### src/rtl/lzrw1_pkg.sv
// Shared LZRW1 item definitions, field widths and packer state encoding.
package lzrw1_pkg;

   localparam int LEN_W  = 4;
   localparam int OFF_W  = 12;
   localparam int BYTE_W = 8;

   typedef struct packed {
      logic              copy;
      logic [BYTE_W-1:0] lit;
      logic [LEN_W-1:0]  length;
      logic [OFF_W-1:0]  offset;
   } item_t;

   typedef enum logic [1:0] {
      FILL    = 2'd0,
      CTRL_LO = 2'd1,
      CTRL_HI = 2'd2,
      DATA    = 2'd3
   } state_e;

endpackage

### src/rtl/lzrw1_item_encoder.sv
// Maps one LZRW1 item to its on-stream bytes: a literal is one byte,
// a copy is {length, offset[11:8]} followed by offset[7:0].
module lzrw1_item_encoder
   import lzrw1_pkg::*;
(
   input  item_t       item_i,
   output logic [7:0]  byte0_o,
   output logic [7:0]  byte1_o,
   output logic [1:0]  nbytes_o
);

   always_comb begin
      byte0_o  = item_i.lit;
      byte1_o  = 8'h00;
      nbytes_o = 2'd1;
      if (item_i.copy) begin
         byte0_o  = {item_i.length, item_i.offset[OFF_W-1:8]};
         byte1_o  = item_i.offset[7:0];
         nbytes_o = 2'd2;
      end
   end

endmodule

### src/rtl/lzrw1_group_packer.sv
// Collects LZRW1 items into a group, then emits the control word (low byte
// first) followed by the buffered item bytes in acceptance order.
//
// state   | meaning
// FILL    | accepting items into the group buffer
// CTRL_LO | emitting control[7:0]
// CTRL_HI | emitting control[15:8] (16-item groups only)
// DATA    | emitting buffered bytes up to the byte count
module lzrw1_group_packer
   import lzrw1_pkg::*;
#(
   parameter int GROUP_ITEMS = 16
) (
   input  logic        clock,
   input  logic        reset,
   input  logic        in_valid,
   output logic        in_ready,
   input  logic        in_copy,
   input  logic [7:0]  in_byte,
   input  logic [3:0]  in_length,
   input  logic [11:0] in_offset,
   input  logic        in_last,
   output logic        out_valid,
   input  logic        out_ready,
   output logic [7:0]  out_data,
   output logic        out_last,
   output logic        busy
);

   localparam int DEPTH = 2 * GROUP_ITEMS;
   localparam int AW    = $clog2(DEPTH);
   localparam int BW    = $clog2(DEPTH + 1);
   localparam int CW    = $clog2(GROUP_ITEMS);
   localparam int IW    = $clog2(GROUP_ITEMS + 1);

   state_e                 state_q, state_d;
   logic [IW-1:0]          item_cnt_q, item_cnt_d;
   logic [BW-1:0]          byte_cnt_q, byte_cnt_d;
   logic [BW-1:0]          rd_ptr_q, rd_ptr_d;
   logic [GROUP_ITEMS-1:0] ctrl_q, ctrl_d;
   logic                   last_q, last_d;
   logic [7:0]             data_buf_q [DEPTH];

   item_t          in_item;
   logic [7:0]     enc_b0, enc_b1;
   logic [1:0]     enc_n;
   logic           in_fire, out_fire, rd_final;
   logic [IW-1:0]  item_next;
   logic [AW-1:0]  wr_idx, wr_idx1;
   logic [15:0]    ctrl_ext;

   assign in_item = '{copy: in_copy, lit: in_byte, length: in_length, offset: in_offset};

   lzrw1_item_encoder u_enc (
      .item_i   (in_item),
      .byte0_o  (enc_b0),
      .byte1_o  (enc_b1),
      .nbytes_o (enc_n)
   );

   assign in_fire   = in_valid & in_ready;
   assign out_fire  = out_valid & out_ready;
   assign item_next = item_cnt_q + IW'(1);
   assign rd_final  = (rd_ptr_q + BW'(1)) == byte_cnt_q;
   assign wr_idx    = byte_cnt_q[AW-1:0];
   assign wr_idx1   = wr_idx + AW'(1);
   assign busy      = (state_q != FILL);

   always_comb begin
      state_d    = state_q;
      item_cnt_d = item_cnt_q;
      byte_cnt_d = byte_cnt_q;
      rd_ptr_d   = rd_ptr_q;
      ctrl_d     = ctrl_q;
      last_d     = last_q;
      in_ready   = 1'b0;
      out_valid  = 1'b0;
      out_data   = 8'h00;
      out_last   = 1'b0;
      ctrl_ext   = 16'h0000;
      ctrl_ext[GROUP_ITEMS-1:0] = ctrl_q;

      case (state_q)
         FILL: begin
            in_ready = 1'b1;
            if (in_fire) begin
               ctrl_d[item_cnt_q[CW-1:0]] = in_copy;
               item_cnt_d = item_next;
               byte_cnt_d = byte_cnt_q + BW'(enc_n);
               if (item_next == IW'(GROUP_ITEMS) || in_last) begin
                  state_d = CTRL_LO;
                  last_d  = in_last;
               end
            end
         end
         CTRL_LO: begin
            out_valid = 1'b1;
            out_data  = ctrl_ext[7:0];
            if (out_fire) begin
               rd_ptr_d = '0;
               state_d  = (GROUP_ITEMS == 16) ? CTRL_HI : DATA;
            end
         end
         CTRL_HI: begin
            out_valid = 1'b1;
            out_data  = ctrl_ext[15:8];
            if (out_fire) state_d = DATA;
         end
         DATA: begin
            out_valid = 1'b1;
            out_data  = data_buf_q[rd_ptr_q[AW-1:0]];
            out_last  = last_q & rd_final;
            if (out_fire) begin
               if (rd_final) begin
                  // Group fully drained: start the next one from a clean slate.
                  state_d    = FILL;
                  item_cnt_d = '0;
                  byte_cnt_d = '0;
                  rd_ptr_d   = '0;
                  ctrl_d     = '0;
                  last_d     = 1'b0;
               end else begin
                  rd_ptr_d = rd_ptr_q + BW'(1);
               end
            end
         end
         default: state_d = FILL;
      endcase
   end

   always_ff @(posedge clock) begin
      if (reset) begin
         state_q    <= FILL;
         item_cnt_q <= '0;
         byte_cnt_q <= '0;
         rd_ptr_q   <= '0;
         ctrl_q     <= '0;
         last_q     <= 1'b0;
      end else begin
         state_q    <= state_d;
         item_cnt_q <= item_cnt_d;
         byte_cnt_q <= byte_cnt_d;
         rd_ptr_q   <= rd_ptr_d;
         ctrl_q     <= ctrl_d;
         last_q     <= last_d;
      end
   end

   // Buffer contents are only meaningful below byte_cnt_q, so no reset here.
   always_ff @(posedge clock) begin
      if (in_fire) begin
         data_buf_q[wr_idx] <= enc_b0;
         if (enc_n == 2'd2) data_buf_q[wr_idx1] <= enc_b1;
      end
   end

endmodule
### config.mk
export PLATFORM = sky130hd
export DESIGN_NAME = lzrw1_group_packer
export DESIGN_NICKNAME = d
export VERILOG_FILES = /design/src/rtl/lzrw1_pkg.sv /design/src/rtl/lzrw1_item_encoder.sv /design/src/rtl/lzrw1_group_packer.sv
export SDC_FILE = /design/constraint.sdc
export NUM_CORES = 1
export LEC_CHECK = 0
export CORE_MARGIN = 5
export CORE_UTILIZATION = 65
export CTS_BUF_LIST = sky130_fd_sc_hd__clkbuf_16
export DETAILED_ROUTE_END_ITERATION = 10
export PLACE_DENSITY_LB_ADDON = 0.08
export SYNTH_ARGS = -nofsm -noshare
export SYNTH_HDL_FRONTEND = slang
export SYNTH_SLANG_ARGS = --single-unit
### constraint.sdc
create_clock -name clock -period 5.9 [get_ports clock]
set_input_delay 1.18 -clock clock [delete_from_list [all_inputs] [get_ports clock]]
set_output_delay 1.18 -clock clock [all_outputs]
set_load 0.02 [all_outputs]
==> impl_results.md, run 1 <==
* Distinct cells, synth at between 50 and 60
* Reg-to-reg endpoint: data_buf_q[13][4]$_DFFE_PP_
* Sequential Power Share at 0.446
* Non-filler cells, final at 1643
* # diodes at 0
* CTS resizes at 0
* Die area at between 0.02 and 0.03 mm2
* Critical path's top delay family: buffers and inverters
* Synth Area in Simple Gates at 0.1033
* IO buf count at 41
* Part of the power in combinational logic at 0.132
* Vias in the first global route at between 10k and 15k
* Setup CP Type: reg2out
* 1st-iter DRT viols at between 1.5k and 2k
* Mux share of post-synthesis cell area at 0.1658
* Fin. Hold Viols at 0
* Largest family of logic cells by synthesized area: multiplexers
* Clock Power Share at 0.422
* CTS tree: done
* WHS at 489.5 ps
* Postcts setup bufs at 0
* Synth Area in Compound Gates at 0.1268
* Clock Latency Late Sink at 570 ps
* Cell area after synthesis at 0.01532 mm2
* Rows at 56
* Fin crit share at 0.8424
* P_leak at 5.529 nW
* WP data arrival at 3790 ps
* Crit start category: register
* Clock-pin slew on the worst setup and hold paths at 60 ps
* FFs w/ async S/R, synth at 0
* Element type at the critical path end: output port
* Share of layout cells above drive strength 1 at 0.2024
* Clock Skew at 6.984 ps
* Chip height at 163.5 um
* # Max-Cap Violations at 0
* Initial antenna violation count at 1
* Largest buffer count on any clock path at 3
* DR DRC count at 0
* Multi-input gate area at 0.006322 mm2
* Slew margin rel. at 0.08971
* Crit path largest cell delay at 850 ps
* Setup-failing EPs final at 0
* DP HPWL at 27060 um
* Hold path startpoint: ctrl_ext[13]$_SDFFE_PP0P_
* Sequential fraction of the synthesis area at 0.5555
* Top FF cell, synth: edfxtp_1
* Vias/cell at just under 7
* P_int at slightly above 4 mW
* Psw at 1.367 mW
* Cts hold-fix bufs at 0
* Num ports at 42
* CORE AREA at 0.02333 mm2
* Setup TNS Final at 0 ps
* First-pass GRT wire length at 64640 um
* Starting Density at 0.6564
* Reg-to-Reg Start: state_q[1]$_SDFFE_PP0P_
* Post-synth top area share at 0.5019
* Cell taking the most area after synthesis: edfxtp_1
* Crit-path slowest cell: dfxtp_4
* Crit Path Max Fanout at 46
* Worst reg2reg path depth at 7
* Syn_nets at 1358
* Routed vias at between 10k and 15k
* Worst min path class: reg2reg
* Adder-cell area share of the yosys netlist at 0.01029
* DR WL/cell at between 20 and 30 um
* Worst Hold Path EP: ctrl_ext[13]$_SDFFE_PP0P_
* Cell count after synthesis at 1316
* Clock root cell: clkbuf_16
* Max IR drop VDD at between 0.2 and 0.3 mV
* Achievable frequency at 201.2 MHz
* Placer Congestion at approximately 0.9
* Htree depth at 1
* Slew Limit Fails at 0
* Register area at 0.008517 mm2
* Cell chain of the critical path: buf_4, mux4_2, o22ai_1, nor2_1, a21oi_1, or3_1, o21ai_0, clkdlybuf4s50_1
* Largest net degree at the start of global routing at 47
* Hold path cells at 2
* Sw frac at 0.2520
* Outcome: finished, final reports clean
* Required time of the critical path at 4720 ps
* Syn_area_per_cell at 11.64 um2
* Worst Path Buf+Inv at 2
* Post-Route WL at approximately 43000 um
* CTS buffer count at 31
* Drt first pass iters at 6
* GRT Total Usage at 0.3245
* Fill cells at 1570
* Clock Sinks at 297
* Inst Count DP at approximately 1.6k
* Die X at roughly 160 um
* YS warnings at 0
* RSZ-0062 raised after global routing: false
* Worst Tran Pin Value at about 1400 ps
* Final ANT Viol Nets at 0
* Layout Area Growth over Synthesis at 11.24%
* Power per cell area at 318.4 mW/mm2
* EDFF count, synth at about 260
* Nets@finish at 1341
* Yosys reg bits at 297
* Fin crit period at between 4000 and 5000 ps
* Synth Area in XOR/XNOR at 0.004575
* Largest cells by area after synthesis: edfxtp_1 (50%), mux4_2 (9.7%), a21oi_1 (7.1%), nor2_1 (5.5%), mux2_2 (5.4%)
* FF-to-FF setup slack at between 1500 and 2000 ps
* Global route overflow at 0
-- metal layers --
metal  track usage  wire length, um  up-vias
met3       0.06157             5294      119
met2        0.4879            19510      764
met1        0.4869            16880     5428
met4        0.1014             1535        0
li1              -                -     4902
met5             0                0        -
-- per-stage QoR --
| stage | worst slack [ps] | instance area [um2] | power, mW | utilization |
|---|---|---|---|---|
| 6_report | 930.0 | 17040 | 5.424 | 0.7302 |
| 5_1_grt | 689.7 | 17040 | 5.567 | 0.7302 |
| 4_1_cts | 935.1 | 17030 | 5.406 | 0.7299 |
| 3_5_place_dp | 1131 | 15830 | 3.157 | 0.6785 |
| 3_3_place_gp | 1266 | 15830 | 3.135 | 0.6785 |
| 2_1_floorplan | 2495 | 15320 | 2.919 | - |
-- power groups by stage --
| stage | Sequential [mW] | Clock (mW) | Combinational [mW] |
|---|---|---|---|
| 2_1_floorplan | 2.44 | 0 | 0.478 |
| 3_3_place_gp | 2.46 | 0 | 0.674 |
| 3_5_place_dp | 2.46 | 0 | 0.694 |
| 4_1_cts | 2.42 | 2.29 | 0.699 |
| 5_1_grt | 2.42 | 2.38 | 0.764 |
| 6_report | 2.42 | 2.29 | 0.716 |
-- logic make-up after synthesis --
logic type,Yosys count
mux,162
buf+inv,127
compound gates,348
fa+ha+maj,12
xor+xnor,8
flops,297
simple gates,362
-- Yosys cell counts (all sizes together), types with 8 or more instances --
| master | number |
|---|---|
| edfxtp | 256 |
| nor2 | 234 |
| a21oi | 217 |
| clkbuf | 91 |
| mux2 | 74 |
| mux4 | 66 |
| nand2 | 53 |
| o21ai | 51 |
| dfxtp | 41 |
| o22ai | 36 |
| buf | 25 |
| mux2i | 22 |
| ha | 11 |
| inv | 11 |
| nand3 | 11 |
| nor3 | 10 |
| or2 | 10 |
| a22oi | 9 |
| a211oi | 8 |
| nand2b | 8 |
-- cell type report --
type / instances / share of cell area
tap: 319 / 0.02343
sequential: 297 / 0.4999
timing repair buffer: 66 / 0.03275
inverter: 11 / 0.002423
clock inverter: 27 / 0.02490
clock buffer: 31 / 0.04553
multi-input combinational: 892 / 0.3711
-- flip-flops by register name, indices dropped and copies added (netlist names), named ones only --
signal	cells
data_buf_q	256
ctrl_ext	16
byte_cnt_q	6
rd_ptr_q	6
item_cnt_q	5
state_q	2
last_q	1
-- tightest hold or removal path: cells and delay by family (launching register included) --
| kind | cells | cell delay [ps] |
|---|---|---|
| compound gates | 2 | 140 |
| flops | 1 | 310 |
-- worst max path at each step --
stage	cells after the start	to	slack, ps	from
floorplan	8	out_data[5]	2490	register
global placement	6	data_buf_q[13][5]$_DFFE_PP_	1270	in_valid
detailed placement	6	data_buf_q[13][7]$_DFFE_PP_	1130	in_valid
CTS	8	out_data[0]	940	register
global route	8	out_data[0]	690	register
finish	8	out_data[0]	930	register
-- cells in the final DEF (no fill, tap or decap), drive strengths merged, types with 33 or more instances in the layout --
cell type,netlist,layout
mux4,66,66
nor2,234,234
a21oi,217,217
edfxtp,256,256
o21ai,51,51
dfxtp,41,41
mux2,74,74
nand2,53,53
clkdlybuf4s50,0,33
o22ai,36,36
(Power assumes the default switching activity.)
==> inputs of run 2 (changes only) <==
--- a/config.mk
+++ b/config.mk
@@ -6,7 +6,7 @@
 export NUM_CORES = 1
 export LEC_CHECK = 0
 export CORE_MARGIN = 5
-export CORE_UTILIZATION = 65
+export CORE_UTILIZATION = 62
 export CTS_BUF_LIST = sky130_fd_sc_hd__clkbuf_16
 export DETAILED_ROUTE_END_ITERATION = 10
 export PLACE_DENSITY_LB_ADDON = 0.08
==> constraint.sdc (replaced) <==
create_clock -name clock -period 5.1 [get_ports clock]
set_input_delay 1.02 -clock clock [delete_from_list [all_inputs] [get_ports clock]]
set_output_delay 1.02 -clock clock [all_outputs]
set_load 0.02 [all_outputs]
==> impl_results.md, run 2 (synthesis gave the netlist of run 1 again) <==
* Element type at the critical path end: output port
* Worst Hold Path EP: ctrl_ext[0]$_SDFFE_PP0P_
* Clock root cell: clkbuf_16
* Max reg flops at 256
* CTS buffer count at 31
* Routed vias at 11.10k
* IO buf count at 41
* Slew Limit Fails at 0
* Fin crit period at 4673 ps
* Die X at approximately 170 um
* CORE AREA at 0.02432 mm2
* Post-Route WL at 42160 um
* Rows at 57
* Biggest register: data_buf_q
* Layout Area Growth over Synthesis at 11.39%
* Nets@finish at 1364
* DP HPWL at 27230 um
* Initial antenna violation count at 0
* Crit start category: register
* Pre-CTS setup slack at 737.4 ps
* Fill cells at 1743
* Reg-to-Reg Start: state_q[0]$_SDFFE_PP0P_
* GRT Total Usage at 0.2975
* CTS resizes at 0
* DR WL/cell at 25.25 um
* Hold path startpoint: ctrl_ext[0]$_SDFFE_PP0P_
* P_leak at around 5.6 nW
* Chip height at 167.2 um
* Worst Tran Pin Value at 1261 ps
* Final ANT Viol Nets at 0
* RSZ-0062 raised after global routing: false
* First-pass GRT wire length at 64430 um
* Hold path cells at 2
* Inst Count DP at 1613
* Num ports at 42
* Commonest non-fill, non-tap cell in the layout: edfxtp_1
* Clock Skew at between 15 and 20 ps
* Clock-pin slew on the worst setup and hold paths at 60 ps
* Non-filler cells, final at 1670
* WP data arrival at 3650 ps
* Share of layout cells above drive strength 1 at 0.2073
* # diodes at 0
* Setup TNS Final at 0 ps
* Worst reg2reg path depth at 8
* Fin. Hold Viols at 0
* Commonest non-fill, non-tap cells in the layout: edfxtp_1 (256), nor2_1 (226), a21oi_1 (217)
* # Max-Cap Violations at 0
* Largest buffer count on any clock path at 3
* Setup ws final at roughly 430 ps
* Worst min path class: reg2reg
* Postcts setup bufs at 0
* Vias in the first global route at 10.84k
* Clock Latency Late Sink at roughly 570 ps
* Starting Density at 0.6298
* Setup CP Type: reg2out
* CTS tree: done
* Crit Path Max Fanout at 33
* 1st-iter DRT viols at 1515
* Setup-failing EPs final at 0
* DR DRC count at 0
* Max IR drop VDD at 0.2530 mV
* Htree depth at 1
* Reg-to-reg endpoint: data_buf_q[21][3]$_DFFE_PP_
* Outcome: finished, final reports clean
* Power per cell area at 348.5 mW/mm2
* FF-to-FF setup slack at 1180 ps
* Tot Pwr at around 5.9 mW
* Placer Congestion at 0.8697
* Largest net degree at the start of global routing at 34
* Required time of the critical path at 4080 ps
* Slew margin rel. at 0.1504
* Cts hold-fix bufs at 0
* Die area at 0.02795 mm2
* Clock Sinks at 297
* Achievable frequency at 214.0 MHz
* Drt first pass iters at 6
* Vias/cell at between 6 and 7
* Fin crit share at 0.9162
* Global route overflow at 0
run 2: cell count changes in the layout (fill, tap and decap cells not counted):
cell	before	now
clkinvlp_4	3	1
bufinv_16	11	5
clkbuf_4	1	0
o21ai_0	51	50
clkinv_1	2	11
clkdlybuf4s50_1	33	35
buf_4	24	47
clkinvlp_2	0	1
o21ai_1	0	1
buf_12	0	1
clkinv_4	2	0
clkinv_2	6	5
buf_2	8	6
run 2: metal layers:
layer	routed length [um]	vias to the layer above	part of all wire	track usage
met3	3997	100	0.095	0.04809
met4	1440	0	0.034	0.1006
li1	-	4955	-	-
met1	16350	5451	0.39	0.4164
met5	0	-	0	0
met2	20370	591	0.48	0.4833
run 2: through the flow:
| stage | area [um2] | hold slack [ps] | util |
|---|---|---|---|
| after floorplan | 15320 | 450.6 | - |
| after global placement | 16040 | 461.8 | 0.6595 |
| after detailed placement | 16040 | 481.3 | 0.6595 |
| after CTS | 17060 | 493.0 | 0.7015 |
| after global routing | 17060 | 518.6 | 0.7015 |
| final | 17060 | 497.4 | 0.7015 |
run 2: power breakdown:
part | total (mW) | switching [mW] | internal (mW)
clock network | 2.30 | 0.950 | 1.35
logic | 0.847 | 0.556 | 0.291
registers | 2.80 | 0.0501 | 2.75
total | 5.95 | 1.56 | 4.39
run 2: cell type report:
type                    instances  area [um2]  area share
clock buffers                  31       775.7     0.04547
clock inverters                26       245.2     0.01437
inverters                      11       41.29    0.002420
multi-input cells             892        6322      0.3706
flip-flops and latches        297        8517      0.4992
well taps                     324       405.4     0.02376
repair buffers                 89       753.2     0.04415
run 2: worst max-delay path by stage:
stage / startpoint / endpoint / slack, ps / cells past startpoint
5_1_grt: register / out_data[2] / 320 / 7
3_3_place_gp: in_valid / data_buf_q[21][4]$_DFFE_PP_ / 820 / 7
6_report: register / out_data[2] / 430 / 7
4_1_cts: register / out_data[0] / 450 / 7
2_1_floorplan: register / out_data[5] / 1850 / 8
3_5_place_dp: in_valid / data_buf_q[21][4]$_DFFE_PP_ / 740 / 7
run 2: critical path, cell delays in order, from the launching register on:
cell and delay [ps]:
dfxtp_4 760, buf_12 310, mux4_2 290, mux2i_1 90, a211oi_1 520, o221ai_1 310, o21ai_0 140, clkdlybuf4s50_1 630
